File: src/rtl/fp_cmp_result_stage.sv
// ============================================================================
// Module   : fp_cmp_result_stage
// Purpose  : FP compare result select, invalid status, 2-entry output buffer
// Revision : 1.0
// ============================================================================
`default_nettype none

module fp_cmp_result_stage #(
    parameter int TAGW = 8,
    parameter int CNTW = 16
) (
    input  logic            clk,
    input  logic            rst_n,
    input  logic            valid_i,
    output logic            ready_o,
    input  logic [15:0]     cmp_i,
    input  logic            snan_i,
    input  logic [3:0]      op_i,
    input  logic            signaling_i,
    input  logic [TAGW-1:0] tag_i,
    output logic            valid_o,
    input  logic            ready_i,
    output logic            result_o,
    output logic            illegal_o,
    output logic            invalid_o,
    output logic [15:0]     cmp_o,
    output logic [TAGW-1:0] tag_o,
    input  logic            clr_sticky_i,
    output logic            sticky_invalid_o,
    output logic [CNTW-1:0] inv_count_o
);

    localparam int EW = 3 + 16 + TAGW;

    // Entry layout: {result, illegal, invalid, cmp, tag}
    logic [EW-1:0]   head_q, head_d;
    logic [EW-1:0]   spare_q, spare_d;
    logic [1:0]      count_q, count_d;
    logic            sticky_q, sticky_d;
    logic [CNTW-1:0] cnt_q, cnt_d;

    logic            legal;
    logic            invalid;
    logic            push;
    logic            pop;
    logic [EW-1:0]   new_entry;
    logic [CNTW-1:0] cnt_base;

    assign ready_o = (count_q != 2'd2);
    assign valid_o = (count_q != 2'd0);
    assign push    = valid_i & ready_o;
    assign pop     = valid_o & ready_i;

    assign {result_o, illegal_o, invalid_o, cmp_o, tag_o} = head_q;
    assign sticky_invalid_o = sticky_q;
    assign inv_count_o      = cnt_q;

    always_comb begin
        legal     = (op_i <= 4'd4) || ((op_i >= 4'd8) && (op_i <= 4'd12));
        invalid   = snan_i | (signaling_i & cmp_i[4]);
        new_entry = {(legal ? cmp_i[op_i] : 1'b0), ~legal, invalid, cmp_i, tag_i};
    end

    // Head is a dedicated register so an empty buffer keeps showing the
    // last retired entry instead of a stale slot.
    always_comb begin
        head_d  = head_q;
        spare_d = spare_q;
        count_d = count_q;
        if (push && !pop) begin
            if (count_q == 2'd0) begin
                head_d = new_entry;
            end else begin
                spare_d = new_entry;
            end
            count_d = count_q + 2'd1;
        end else if (pop && !push) begin
            if (count_q == 2'd2) begin
                head_d = spare_q;
            end
            count_d = count_q - 2'd1;
        end else if (push && pop) begin
            // Only reachable at count 1: the new entry replaces the retiring head.
            head_d = new_entry;
        end
    end

    // Clear and a same-cycle invalid accept both apply; the set wins.
    always_comb begin
        cnt_base = clr_sticky_i ? '0 : cnt_q;
        sticky_d = (clr_sticky_i ? 1'b0 : sticky_q) | (push & invalid);
        cnt_d    = cnt_base;
        if (push && invalid && (cnt_base != {CNTW{1'b1}})) begin
            cnt_d = cnt_base + CNTW'(1);
        end
    end

    always_ff @(posedge clk or negedge rst_n) begin
        if (!rst_n) begin
            head_q   <= '0;
            spare_q  <= '0;
            count_q  <= 2'd0;
            sticky_q <= 1'b0;
            cnt_q    <= '0;
        end else begin
            head_q   <= head_d;
            spare_q  <= spare_d;
            count_q  <= count_d;
            sticky_q <= sticky_d;
            cnt_q    <= cnt_d;
        end
    end

endmodule

`default_nettype wire

File: config.mk
export PLATFORM = sky130hd
export DESIGN_NAME = fp_cmp_result_stage
export DESIGN_NICKNAME = d
export VERILOG_FILES = /design/src/rtl/fp_cmp_result_stage.sv
export SDC_FILE = /design/constraint.sdc
export NUM_CORES = 1
export LEC_CHECK = 0
export ABC_AREA = 1
export CAP_MARGIN = 40
export CORE_UTILIZATION = 54
export DETAILED_ROUTE_END_ITERATION = 10
export GPL_TIMING_DRIVEN = 0
export MAX_ROUTING_LAYER = met4
export PLACE_DENSITY = 0.91
export SETUP_SLACK_MARGIN = 0.05
export SYNTH_ARGS = -nofsm -noshare
export SYNTH_HDL_FRONTEND = slang
export SYNTH_SLANG_ARGS = --single-unit
export TNS_END_PERCENT = 50
File: constraint.sdc
create_clock -name clk -period 3.85 [get_ports clk]
set_input_delay 1.155 -clock clk [delete_from_list [all_inputs] [get_ports clk]]
set_output_delay 1.155 -clock clk [all_outputs]
set_load 0.005 [all_outputs]
### After elaboration in Yosys (flattened, before gate mapping)

Cells that the tools add are included.

* flip-flop bits (word level): 73
* input port bits: 35
* output and inout port bits: 46
* logic and storage cells: 53

* add/sub/neg operators: 3
* magnitude comparators: 4
* equal/unequal tests: 5
* mux-type cells: 13
* bitwise gates (word level): 8
* reduce and logical (&&, ||, !) cells: 15

Operators with widths (count)
* 2-to-1 mux 27 bit: 5
* 2-to-1 mux 16 bit: 2
* adder 16 x 1 -> 16 bit (second input constant): 1
* inequality test 16 bit (second input constant): 1
* logical AND 1 bit: 6
* < comparator 4 x 5 -> 1 bit (second input constant): 1
* bitwise AND 1 bit: 4
* binary-select mux 1 bit (select 4 bit): 1
* greater-or-equal comparator 4 bit (second input constant): 1
* <= comparator 4 x 3 -> 1 bit (second input constant): 1
* <= comparator 4 bit (second input constant): 1
* 2-to-1 mux 2 bit: 2
* nonzero test 2 bit: 2
* 2-to-1 mux 1 bit: 3
* inequality test 3 x 2 -> 1 bit (second input constant): 1
* AND reduction 3 bit: 1
* nonzero test 3 bit: 1
* adder 2 x 1 -> 2 bit (second input constant): 1
* equality test 2 bit (second input constant): 1
* zero test 1 bit: 2
* zero test 2 bit: 1
* inequality test 2 x 1 -> 1 bit (second input constant): 1
* inequality test 2 bit (second input constant): 1
* inverter 1 bit: 2
* 4 further kinds: 5

### Logic depth before layout (Yosys ltp)

* depth after elaboration: 7
* mapped depth: 14
* gate-level depth less buffers: 11

### Worst setup path after synthesis

No wires, ideal clock.

* path kind: input-to-reg
* from: in clr_sticky_i
* to: reg cnt_q[11] (netlist: inv_count_o[11])
* data arrival time: 2744 ps
* data required time: 3734 ps
* setup slack: 990 ps
* cell stages on the path: 14
* path buffers: 3
* cell sequence: buf_6 > inv_2 > buf_2 > nand2_1 > inv_1 > ha_1 > nand2_1 > nor2_2 > nand2_2 > nor2_1 > nor2_2 > buf_4 > nand2_1 > nand2_1

* longest elaborated chain between the ends: 4
* elaborated cells on any way between the ends: 5
* classes of those cells: add/sub: 1; eq/ne: 1; mux: 2; reduce/logical: 1

Ends and longest elaborated chain
* start: declaration: RTL line 28 `input logic clr_sticky_i,`
* 2-to-1 mux 16 bit *: RTL line 90 `cnt_base = clr_sticky_i ? '0 : cnt_q;`
* parallel branches: the longest is 2 deep, another holds adder 16 x 1 -> 16 bit
* 2-to-1 mux 16 bit *: RTL line 93 `if (push && invalid && (cnt_base != {CNTW{1'b1}})) begin`
* via cnt_d[11]: RTL line 40 `logic [CNTW-1:0] cnt_q, cnt_d;`
* end signal: assignment: RTL line 110 `cnt_q <= cnt_d;`
* end: declaration: RTL line 40

Mark *: on every way through the listed nets, which the timed path passes.
A chain may end at the register's enable or synchronous reset.

### Worst setup path in the final report

* from: in valid_i
* to: reg head_q[21]

* longest elaborated chain between the ends: 5
* elaborated cells on any way between the ends: 11
* classes of those cells: eq/ne: 2; mux: 2; bitwise: 1; reduce/logical: 6

Ends and longest elaborated chain
* start: declaration: RTL line 14 `input logic valid_i,`
* bitwise AND 1 bit *: RTL line 51 `assign push = valid_i & ready_o;`
* zero test 1 bit: RTL line 77 `end else if (pop && !push) begin`
* logical AND 1 bit: RTL line 77
* inequality test 3 x 2 -> 1 bit (no source line), or another cell as far along
* AND reduction 3 bit (no source line) or 2-to-1 mux 27 bit (tied branches)
* end signal: assignment: RTL line 100 `head_q <= '0;`
* end signal: assignment: RTL line 106 `head_q <= head_d;`
* end: declaration: RTL line 36 `logic [EW-1:0] head_q, head_d;`

Mark *: on every way between the ends. The rest lies on a longest branch, timed or not.

==> impl_metrics.toml <==
[global_routing]
grt_usage_pct = 30.3
grt_overflow_total = 0
antenna_found_initial = 0
grt_max_degree = 60
grt_pass1_wl_um = 16700
grt_pass1_vias = 3726

[synth]
syn_nets = 555
synth_top_area_cell = "dfrtp_1"
ys_warn_count = 0
syn_inst = 516
synth.top_cells.by_count = "nand2_1 (199), o21ai_0 (76), dfrtp_1 (73)"
ys_ff_latch = 73
yosys.area_share.adder_pct = 1.31
synth-main-ff-cell = "dfrtp_1"
synth_top_family_by_area = "simple AND/OR/NAND/NOR gates"
seq_area_frac_synth_pct = 48.0
netlist.area_leader.share_pct = 48.0
postSynth.asyncResetShare_pct = 100
synth_area_per_cell_um2 = 7.38
synth_area_leaders = "dfrtp_1 (48%), nand2_1 (20%), o21ai_0 (10%), inv_1 (6.2%), nor2_1 (3.0%)"
syn_area_um2 = 3810
synth_most_common_cell = "nand2_1"
ys_types = 26
synth-compound-area-share_pct = 11.7
synth-simple-area-share_pct = 28.0
synth_edf_count = 0
synth.area.mux_share_pct = 0
synth-xor-area-share_pct = 2.07

[floorplanning]
initial_core_util_pct = 56.0
dieArea_um2 = 7390
core_area_um2 = 6790
dieHeight_um = 86.0
row_count = 30
dieWidth_um = 86.0
io_pins = 81

[placed_design]
dpl.cell_count = 691
place.gp.congestion = 0.932
place_area_um2 = 4730
port_buffers = 78
hpwlAfterDp_um = 7150
place_ws_ns = 0.388

[finish]
finalNetCount = 645
finish.instance_area_um2 = 4970
antennaDiodeCount = 0
area_growth_pct = 30.7
fin_util_pct = 73.2
drive_above_1_share_pct = 6.38
instances_no_fill = 707

[route]
drtAntennaViolNets = 0
vias = 3729
drtIter0Drc = 228
avgViaCountPerCell = 5.27
dr.pass1.iters = 4
wl_per_cell_um = 14.6
wirelength_um = 10300
drc = 0

[worst_setup_path]
crit_arrival_ns = 3.48
endpoint_kind = "flip-flop"
cp_max_fo = 10
worstPathRequired_ns = 4.05
start_kind = "primary input"
path_class = "in -> reg"

[sta]
fin_skew_ns = 0.00983
finalMaxSlewViolations = 0
hold_slack_ns = 0.496
fmax_mhz = 305
max_slew.worst_pin.slew_ns = 0.489
relSlewSlack_pct = 67.4
worst_slack_ns = 0.572
min_period_over_period_pct = 85.1
setup_viol = 0
final-hold-violation-count = 0
fin_tns_setup_ns = 0
rsz0062_at_grt = "false"
fin_crit_ns = 3.28

[clock_network]
cts_root_buf = "clkbuf_8"
cts_resized = 0
clk_pin_slew_ns = 0.09
hold_buffers = 0
post_cts_buffers = 0
h-tree-depth = 3
worstSkewPairLatency_ns = 0.36
clock_path_buffers = 2
cts_buffers = 9
clock-sinks = 73
tritoncts = "built"

[job]
cap_violations = 0

[power]
power_density_nw_per_um2 = 649
p_leak_nw = 2.39
irDropWorstVdd_v = 0.000450
totalPowerFinal_mw = 3.23

[hold_path]
hold_path.class = "reg -> reg"

[run_status]
status = "complete, no violations"
[power by group]
part	leakage, nW	internal (mW)	switching, mW
registers	0.920	1.07	0.168
logic	1.35	0.548	0.693
clock network	0.117	0.434	0.313
total	2.39	2.05	1.17
[cell type report]
class	instances	area (µm²)
Multi-Input combinational cell	359	1640
Sequential cell	73	1830
Timing Repair Buffer	79	806
Fill cell	512	1820
Tap cell	96	120
Buffer	20	98.8
Inverter	64	240
Clock buffer	10	128
Clock inverter	6	115
[metal layers]
| metal | wire [µm] | part of all wire [%] | vias up | global-route usage, % |
|---|---|---|---|---|
| li1 | - | - | 1780 | - |
| met1 | 3970 | 38 | 1739 | 33.4 |
| met2 | 5380 | 52 | 184 | 52.4 |
| met3 | 700 | 6.8 | 26 | 7.12 |
| met4 | 275 | 2.7 | 0 | 12.6 |
| met5 | 0 | 0 | - | - |
[worst max-delay path: stages]
cell,delay [ns]
clkdlybuf4s50_1,0.46
inv_1,0.04
nor2_1,0.22
ha_1,0.23
inv_1,0.09
a21oi_2,0.32
nor2_1,0.07
nand2_1,0.26
clkbuf_1,0.42
o21ai_0,0.22
[cell usage in the layout, fill, tap and decap left out, types with 2 or more instances in the layout]
master,n
nor2_2,8
bufinv_16,3
inv_1,63
clkbuf_8,9
dfrtp_1,73
nand3_1,13
xnor2_1,2
nand4_1,7
buf_4,2
a21oi_1,2
clkbuf_1,14
xor2_1,7
buf_2,4
nor2_1,30
ha_1,4
clkdlybuf4s50_1,77
buf_6,2
nor2_4,3
nand2_1,199
o21ai_0,76
[final timing paths]
kind                                         from                         to  slack, ns  cells after the start
max                                       valid_i     head_q[21]$_DFFE_PN0P_       0.57                     10
min                        spare_q[6]$_DFFE_PN0P_     spare_q[6]$_DFFE_PN0P_       0.50                      2
max reg2reg                count_q[1]$_DFFE_PN0P_     head_q[21]$_DFFE_PN0P_       1.28                     10
min reg2reg                spare_q[6]$_DFFE_PN0P_     spare_q[6]$_DFFE_PN0P_       0.50                      2
max in group asynchronous                   rst_n    spare_q[23]$_DFFE_PN0P_       2.65                      2
min in group asynchronous                   rst_n  inv_count_o[10]$_DFF_PN0_       0.65                      1
[sequential cells by signal, summed over array words and instances (netlist names)]
name	flops
head_q	27
count_q	2
inv_count_o	16
spare_q	27
sticky_invalid_o	1
[logic make-up after synthesis]
group,Yosys count
AND/OR/NAND/NOR,262
adder cells (fa/ha/maj),4
AO/OA/AOI/OAI,84
XOR/XNOR,9
flip-flops,73
buffers and inverters,84
No activity file was read; power rests on OpenSTA's default activity.
